<file path="src/rtl/skid_pipe_reg.sv">
// -----------------------------------------------------------------------------
// skid_pipe_reg
//   Two-entry skid pipeline register for a processor stage. Beats carry a
//   program counter, a payload and a bubble (nop) flag. The stage keeps FIFO
//   order across a head entry (driven on out_*) and a skid entry (catches the
//   beat that was in flight when downstream stalled). in_ready and out_valid
//   come from registered occupancy only, so out_ready has no combinational
//   path to in_ready.
//
// Parameters
//   DATA_W     payload width
//   PC_W       program-counter width
//
// Ports
//   clk        clock, all state updates on the rising edge
//   reset      synchronous active-high reset (highest priority)
//   in_valid   upstream beat present
//   in_ready   stage can take a beat this cycle
//   in_pc      pc of the incoming beat
//   in_data    payload of the incoming beat
//   in_nop     incoming beat is a bubble (payload forced to zero)
//   flush      discard every held beat and the beat on the input
//   out_valid  head beat present
//   out_ready  downstream takes the head beat this cycle
//   out_pc     pc of the head beat (zero when empty)
//   out_data   payload of the head beat (zero when empty)
//   out_nop    head beat is a bubble (zero when empty)
//   count      occupancy, 0..2
// -----------------------------------------------------------------------------
module skid_pipe_reg #(
    parameter int DATA_W = 32,
    parameter int PC_W   = 32
) (
    input  logic              clk,
    input  logic              reset,
    input  logic              in_valid,
    output logic              in_ready,
    input  logic [PC_W-1:0]   in_pc,
    input  logic [DATA_W-1:0] in_data,
    input  logic              in_nop,
    input  logic              flush,
    output logic              out_valid,
    input  logic              out_ready,
    output logic [PC_W-1:0]   out_pc,
    output logic [DATA_W-1:0] out_data,
    output logic              out_nop,
    output logic [1:0]        count
);

    // Stored entries and occupancy.
    logic [PC_W-1:0]   r_head_pc;
    logic [DATA_W-1:0] r_head_data;
    logic              r_head_nop;
    logic [PC_W-1:0]   r_skid_pc;
    logic [DATA_W-1:0] r_skid_data;
    logic              r_skid_nop;
    logic [1:0]        r_count;

    // Handshake decode.
    logic              w_accept;
    logic              w_emit;
    logic [DATA_W-1:0] w_in_data;

    // A full stage refuses input; the stage also refuses while held in reset
    // so nothing upstream believes a beat was taken during that cycle.
    assign in_ready  = ~reset & (r_count != 2'd2);
    assign out_valid = (r_count != 2'd0);
    assign count     = r_count;

    assign w_accept  = in_valid & in_ready;
    assign w_emit    = out_valid & out_ready;

    // Bubbles keep their pc for exception/debug tracking but never carry payload.
    assign w_in_data = in_nop ? '0 : in_data;

    // Outputs read as zero whenever no beat is present.
    assign out_pc   = out_valid ? r_head_pc   : '0;
    assign out_data = out_valid ? r_head_data : '0;
    assign out_nop  = out_valid ? r_head_nop  : 1'b0;

    // NOTE: sequential state uses non-blocking assignments only, so every
    // register samples the pre-edge value of every other register.
    // NOTE: both entries are cleared on reset and flush (not just the count),
    // so a stale beat can never leak onto out_* through a later decode bug.
    always_ff @(posedge clk) begin
        if (reset) begin
            r_count     <= 2'd0;
            r_head_pc   <= '0;
            r_head_data <= '0;
            r_head_nop  <= 1'b0;
            r_skid_pc   <= '0;
            r_skid_data <= '0;
            r_skid_nop  <= 1'b0;
        end else if (flush) begin
            // Any emit in this cycle counts as consumed; the input beat is dropped.
            r_count     <= 2'd0;
            r_head_pc   <= '0;
            r_head_data <= '0;
            r_head_nop  <= 1'b0;
            r_skid_pc   <= '0;
            r_skid_data <= '0;
            r_skid_nop  <= 1'b0;
        end else if (w_accept && w_emit) begin
            // Only reachable at count=1: the new beat replaces the departing
            // head directly, the skid entry stays empty and count is unchanged.
            r_head_pc   <= in_pc;
            r_head_data <= w_in_data;
            r_head_nop  <= in_nop;
        end else if (w_emit) begin
            r_count <= r_count - 2'd1;
            if (r_count == 2'd2) begin
                // Skid entry advances to head.
                r_head_pc   <= r_skid_pc;
                r_head_data <= r_skid_data;
                r_head_nop  <= r_skid_nop;
            end else begin
                r_head_pc   <= '0;
                r_head_data <= '0;
                r_head_nop  <= 1'b0;
            end
            r_skid_pc   <= '0;
            r_skid_data <= '0;
            r_skid_nop  <= 1'b0;
        end else if (w_accept) begin
            r_count <= r_count + 2'd1;
            if (r_count == 2'd0) begin
                r_head_pc   <= in_pc;
                r_head_data <= w_in_data;
                r_head_nop  <= in_nop;
            end else begin
                // Head is stalled: park the new beat behind it.
                r_skid_pc   <= in_pc;
                r_skid_data <= w_in_data;
                r_skid_nop  <= in_nop;
            end
        end
    end

endmodule

</file>
<file path="config.mk">
export PLATFORM = sky130hd
export DESIGN_NAME = skid_pipe_reg
export DESIGN_NICKNAME = d
export VERILOG_FILES = /design/src/rtl/skid_pipe_reg.sv
export SDC_FILE = /design/constraint.sdc
export NUM_CORES = 1
export LEC_CHECK = 0
export CAP_MARGIN = 20
export CORE_ASPECT_RATIO = 1.2
export CORE_MARGIN = 2
export CORE_UTILIZATION = 57
export DETAILED_ROUTE_END_ITERATION = 10
export PLACE_DENSITY_LB_ADDON = 0.25
export REMOVE_ABC_BUFFERS = 1
export SYNTH_ARGS = -nofsm -noshare
export SYNTH_HDL_FRONTEND = slang
export SYNTH_SLANG_ARGS = --single-unit
</file>
<file path="constraint.sdc">
create_clock -name clk -period 4.2 [get_ports clk]
set_input_delay 0.63 -clock clk [delete_from_list [all_inputs] [get_ports clk]]
set_output_delay 0.63 -clock clk [all_outputs]
set_load 0.03 [all_outputs]
</file>
==> results of run 1 <==
==> through the flow <==
stage | setup TNS, ps | util (%) | hold WS [ps] | instances
6_report | 0 | 72.5 | 478 | 1130
5_1_grt | 0 | 72.5 | 491 | 1130
4_1_cts | 0 | 72.3 | 477 | 1128
3_5_place_dp | 0 | 67.6 | 470 | 1096
3_3_place_gp | 0 | 67.5 | 460 | 1095
2_1_floorplan | -217580 | - | 455 | 775
==> report_power, final <==
part / internal (mW) / switching [mW] / total, mW
sequential: 1.28 / 0.0207 / 1.30
combinational: 0.172 / 0.250 / 0.422
clock: 0.979 / 0.564 / 1.54
==> area by class of cell <==
type                       count  area, um^2  share of cell area (%)
antenna                        1        2.50                  0.0263
clock buffer                  20         467                    4.91
clock inverter                12         153                    1.60
inverter                       3        11.3                   0.118
multi-input combinational    640        4480                    47.1
sequential                   132        2650                    27.8
tap                          168         210                    2.21
timing repair buffer         154        1540                    16.2
==> worst register-to-register path: stages (launching register included) <==
cell and delay [ps]:
dfxtp_2 840, o21a_2 500, buf_4 610, or2_4 1020, a311oi_2 270
==> cells by family (layout without fill, tap and decap cells) <==
| family | after synthesis | in the layout |
|---|---|---|
| and+or+nand+nor | 372 | 372 |
| AOI/OAI and AO/OA | 265 | 265 |
| DFF | 132 | 132 |
| buffers and inverters | 117 | 189 |
| adders and majority gates | 2 | 2 |
| xor gates and xnor gates | 1 | 1 |
| other | 0 | 1 |
==> metal layers <==
layer | wire length (um) | vias up
met1 | 8410 | 3548
met3 | 1550 | 38
li1 | - | 3391
met2 | 11100 | 347
met5 | 0 | -
met4 | 462 | 0
==> registers in the layout, indices dropped and copies added, names as in the netlist <==
signal	count
count	2
r_head_data	32
r_head_nop	1
r_head_pc	32
r_skid_data	32
r_skid_nop	1
r_skid_pc	32
==> worst paths after layout <==
check	startpoint	end	slack [ps]
max	count[0]	out_pc[28]	570
min	r_skid_pc[27]	r_skid_pc[27]	480
max reg2reg	count[0]	r_head_data[3]	780
min reg2reg	r_skid_pc[27]	r_skid_pc[27]	480
==> cell usage in the layout, fill, tap and decap left out, types with 4 or more instances in the layout <==
master and instances:
o21ai_1 71, nor3_1 65, or4b_1 49, clkdlybuf4s50_1 137
o21ai_0 12, clkbuf_16 17, a21o_1 33, nand4b_1 33
dfxtp_1 130, nand2b_1 49, nand2_1 66, a311oi_1 15
and2_1 66, a21oi_1 66, nor2b_1 17, o21bai_1 16
or4_1 16, a311oi_2 50, buf_4 13, clkinvlp_4 4
==> run summary, run 1 <==
The final route contains 7324 vias. At the placement stage, the worst setup path has a slack of 831 ps. Along the worst path, the maximum fanout reaches 66.

After layout, the worst setup slack is 567 ps. The transition at the pin with the smallest max-transition slack works out to 1130 ps. The top cell type by total area after synthesis is dfxtp_1.

The ratio of cells with drive above 1 in the final layout is 11.8%, and the number of logic stages on the critical path including buffering is 4. Yosys attributes the largest share of cell area to dfxtp_1 35%, a311oi_2 9.9%, or4b_1 6.5%. The number of buffers and inverters on the critical path is 2. For this run, design rule violations remaining after detail routing come to 0. The region available for standard cell placement spans 13100 um^2. For the iteration-0 DRC count of the detailed router, the log shows 597.

Setup repair after global routing left no endpoint under its margin. The run finished with clean final reports. The adder-cell share of the synthesized area came out at 0.330%.

The post-route minimum period came out at 3630 ps. In the final design database the tool counted 1020 nets. The clock slew seen by the registers of the worst setup and hold paths was 60 ps. The run gives 2 as the clock tree buffer depth.

Kind of end point of the critical path: an output pin. The number of enable-type register cells in the synthesized netlist works out to 0. The share of synthesized area in the top cell type comes to 34.8%. Global routing consumed, on the met1 layer, 36.9% of the routing resources. The count of mapped cells out of synthesis is 889, and the TritonCTS buffer count is 17. Dividing the detail-routed wire length by the instance count gives 19.1 um. The sort of element at the start of the critical path was a flop. The run gives 0 as the buffers inserted during post-CTS setup optimization. On the critical path, the stage with the largest delay is an instance of dfxtp_2.

After synthesis, the share of flip-flops with an asynchronous set or reset is 0%. Once the floorplan was initialized, standard cells occupied 57.8% of the core. Mean post-synth cell area: 8.53 um^2. Number of pins with negative max-slew slack in the final report: 0. The worst hold path passes through 2 cells.

Relative to the synthesized area, the layout overhead comes to 25.4%. Global routing used 52.9% of the available met2 tracks. Global routing used 4.85% of the available met3 tracks. Counting cells, the worst reg-to-reg path comes to 4. After global routing the overflow that remains totals 0. The pin count of the biggest net entering global routing was 105; the post-route clock period utilization was 86.5%. For the post-synth design cell area, the log shows 7580 um^2. The synthesized netlist contains 33 unique library cells. Clock tree synthesis selected as its root buffer the cell clkbuf_16.

The source-to-sink clock delay at the later pin of the worst-skew pair came out at 420 ps. The synthesized-area fraction occupied by ao, oa, aoi and oai cells was 26.5%. The critical path goes through nor2_4 > inv_2 > and2_1 > clkdlybuf4s50_1. The routed via count divided by cell count was 6.48.

The total design power was 3.27 mW. Buffers inserted to repair hold after CTS numbered 0. By startpoint and endpoint, the worst setup path is classified as flop to output pin. The number of failing hold endpoints at the final stage was 0; the total wire length was 21500 um. In this run the tightest slew margin relative to its limit is 24.9%. The total routing resource utilization after global routing is 30.5%, and the height of the die is 130 um. For this run, the slowest stage of the critical path takes 840 ps. The run gives 14200 um^2 as the die area. The logs give 1 for the number of antenna violations at the first check in global routing and 46 for the cell row count. Of the total synthesized cell area, the portion taken by AND, OR, NAND and NOR gates is 31.4%. For the endpoint arrival time on the critical path, the log shows 3000 ps. IR analysis of the VDD net gives a maximum drop of 0.000260 V. For the worst setup path, the data required time is 3570 ps. For the number of H-tree levels, the log shows 4. After synthesis, the most frequently instantiated cells are 132 x dfxtp_1, 71 x o21ai_1, 70 x clkbuf_1. Summing all placed instances gives a cell area of 8870 um^2. Buffers placed on the I/O ports in this run total 138. In the synthesized netlist, mux cells make up 0% of the area.

Summed over all cells, the static leakage comes to 3.10 nW. The busiest metal layer after global routing was met2. The number of synthesized register bits is 132. After synthesis, the largest family of logic cells by area is simple AND/OR/NAND/NOR gates. The first-pass GRT wire length came out at 34700 um. The finished cells cover 9510 um^2. The logs give 12100 um for the sum of net half-perimeters after detailed placement and 5.93 ps for the clock skew after layout. The number of max-cap violations was 0; the post-cts sizing count was 0. The most used flip-flop cell after synthesis is dfxtp_1.

Derived from the worst setup path, the maximum achievable clock frequency is 275 MHz. The class of the worst hold path was flop to flop. The number of fill cells came out at 1003.

After synthesis, flip-flops and latches occupy 34.8% of the total area. Before antenna repair, the detailed router went through 5 iterations. The number of routed nets with antenna violations is 0, and the die width is 109 um. TritonCTS built the clock tree. Of the total synthesized cell area, the portion taken by XOR and XNOR cells is 0.115%. For this design the ratio of total power to cell area is 343 nW/um^2. The tools report the number of global-route vias before repair as 7127. Broken down by cell family, the worst path's largest delay share belongs to buffers and inverters. The run gives 0 as the yosys synthesis warning count. The routability-driven placement congestion ratio is 0.786. Pin placement for this block handled 139 I/O pins.

Setup violations remaining at the end of the flow were counted as 0. Leading cell type by number of instances after synthesis: dfxtp_1. Counting every sink on the clock net gives 132.
Power figures use the tool's default switching activity.
==> run 2: changes to the inputs <==
--- a/config.mk
+++ b/config.mk
@@ -12,6 +12,7 @@
 export DETAILED_ROUTE_END_ITERATION = 10
 export PLACE_DENSITY_LB_ADDON = 0.25
 export REMOVE_ABC_BUFFERS = 1
+export SKIP_CTS_REPAIR_TIMING = 1
 export SYNTH_ARGS = -nofsm -noshare
 export SYNTH_HDL_FRONTEND = slang
 export SYNTH_SLANG_ARGS = --single-unit
==> results of run 2 <==
Final layout, timing and power as in run 1 (identical DEF).
==> run 3: changes to the inputs <==
--- a/config.mk
+++ b/config.mk
@@ -5,7 +5,7 @@
 export SDC_FILE = /design/constraint.sdc
 export NUM_CORES = 1
 export LEC_CHECK = 0
-export CAP_MARGIN = 20
+export CAP_MARGIN = 30
 export CORE_ASPECT_RATIO = 1.2
 export CORE_MARGIN = 2
 export CORE_UTILIZATION = 57
==> run 3 against run 2 <==
Net effect:
- worst setup slack worse by 22 ps
- first-iteration DRC count fell by 14%
- sequential power about the same
- critical path depth stayed put
- wire length is 0.95% higher
- global-route usage hardly changed
- via count shrank 0.35%
- clock power about the same
- clock skew grew 4.5 ps
- design area is 0.11% higher
- cell count about the same
- sequential share of layout area is essentially flat
- largest power group unchanged
- highest routed layer unchanged
==> run summary, run 3 (synthesis gave the netlist of run 1 again) <==
The run finished with clean final reports. The first global-routing pass estimated 34900 um of wire. The min-delay analysis places its worst path in the category flop to flop. The number of fill cells is 1013, and the total design power is 3.24 mW. At the end of the flow the core is filled with cells to 72.6%. For the relative max-transition margin, the log shows 32.4%. The most critical setup path has its startpoint at count[0]. The commonest non-fill, non-tap cell in the layout was clkdlybuf4s50_1.

Number of endpoints failing setup at the final stage: 0. Excluding fillers, the count of instances in the completed layout stands at 1131. The run gives 7316 as the number of global-route vias before repair. At the later pin of the worst-skew pair, clock insertion delay measures 430 ps. The core area came out at 13100 um^2. The cell row count was 46; the clock slew seen by the registers of the worst setup and hold paths was 60 ps. Clock tree synthesis inserted a total of 17 buffers. Root buffer cell: clkbuf_16.

The number of failing hold endpoints at the final stage is 0, and the sum of net half-perimeters after detailed placement is 12400 um. The run gives 7298 as the overall via count from detail_route. The cell area after layout is 9520 um^2. The run gives 13.2% as the share of power burned in combinational logic. The H-tree was split into 4 levels.

The tools report the number of max-cap violations as 0. In the final routed layout, each cell accounts on average for 19.2 um. The run gives 3.11 nW as the leakage dissipation. Data on the critical path is required at its endpoint by 3570 ps. Setup repair after global routing left no endpoint under its margin. For the maximum clock frequency, the log shows 274 MHz.

The startpoint identified for the worst register-to-register timing path is count[0]. TritonCTS built the clock tree. Per report_power, the sequential group accounts for 40.2% of the total. The final layout net count is 1021.

The run gives 57.8% as the starting density of the core. No sink is reached through more buffers than the 2 on the longest clock path. Data arrives at the worst endpoint at 3030 ps.

The pin count of the biggest net entering global routing was 105; the count of boundary I/O pins was 139. The critical setup path kind is flop to output pin. The fraction of power spent switching nets is 25.8%. In this run, placement finished with an instance count of 1098. Maximum net fanout on the critical path: 66.

Leaving out fill and tap cells, the most frequent cells in the layout are 137 x clkdlybuf4s50_1, 130 x dfxtp_1, 71 x o21ai_1. Total DRC errors in the routed layout: 0. Global routing consumed, over all layers together, 30.5% of the routing resources. Cell internal power was estimated by the tool at 2.40 mW.

The post-route netlist has 11.7% of its cells at a drive strength greater than 1. Dividing the detail-routed via count by the number of cells gives 6.45. The first-pass iteration count of the detailed router is 5.

Summed over all layers, the global routing overflow is 0. The layout-stage area growth over the synthesis result is 25.5%, and the post-route clock period utilization is 87.0%. The congestion estimate from routability-driven global placement came to 0.786. For this block, the routed nets add up to 21700 um of wire. The count of nets left with antenna violations once routing finished came out at 0. The detailed router finished its first iteration with 516 violations.

Cell area after placement: 8920 um^2. Buffers placed on the I/O ports in this run total 138. The logs give 10.4 ps for the clock skew after layout and 132 for the clock sink count. For the pin with the worst max-slew slack, the measured transition is 1010 ps. The kind of end point of the critical path is an output pin. The worst path needs 3660 ps of the cycle, external delays included. The worst setup path is launched from a flop. The worst-case IR drop observed on VDD is 0.000217 V.

The switching power of the nets is 837 uW, and the die width is 109 um. The number of antenna violations at the first check in global routing was 1; the number of pins with negative max-slew slack in the final report was 0. The die covers 14200 um^2.

The proportion of power drawn by the clock network was 46.6%; the total power divided by cell area was 340 nW/um^2. The height of the die is 130 um. The startpoint identified for the worst hold timing path is r_skid_pc[14].
==> run 3: cell count changes in the layout (fill, tap and decap cells not counted), sizes merged <==
cell and change:
inv -1, buf +1, clkbuf -1, clkinvlp -1, clkinv +3
==> run 3: power groups by stage <==
stage	Combinational, mW	Clock, mW	Sequential [mW]
final	0.428	1.51	1.30
after global routing	0.460	1.57	1.30
after detailed placement	0.423	0	1.33
after global placement	0.404	0	1.33
after CTS	0.426	1.52	1.30
after floorplan	0.240	0	1.32
==> run 3: metrics by stage <==
stage / hold slack, ps / worst slack (ps) / TNS (ps)
after CTS: 476 / 490 / 0
after detailed placement: 470 / 894 / 0
after floorplan: 455 / -2050 / -217580
after global routing: 491 / 393 / 0
after global placement: 460 / 892 / 0
final: 475 / 545 / 0
==> run 3: path summary, 6_finish.rpt <==
check / endpoint / slack [ps] / cells past startpoint
max: out_pc[28] / 540 / 4
min: r_skid_pc[14] / 480 / 2
min reg2reg: r_skid_pc[14] / 480 / 2
max reg2reg: r_head_data[6] / 1040 / 8
==> run 3: worst max-delay path, cell delays in order, from the launching register on <==
cell and delay, ps:
dfxtp_2 850, nor2_4 40, inv_2 720, and2_1 280, clkdlybuf4s50_1 680
==> run 3: area by class of cell <==
cell class	count	area (um^2)	share of cell area [%]
antenna	1	2.50	0.0263
clock buffer	19	443	4.65
clock inverter	13	159	1.67
inverter	3	11.3	0.118
multi-input combinational	640	4480	47.0
sequential	132	2650	27.8
tap	168	210	2.21
timing repair buffer	155	1570	16.5
==> run 3: metal layers <==
layer	routed length (um)	GRT usage, %	vias to the layer above
li1	-	-	3391
met1	8420	36.5	3529
met2	11300	52.8	335
met3	1510	4.95	43
met4	491	15.0	0
met5	0	0	-
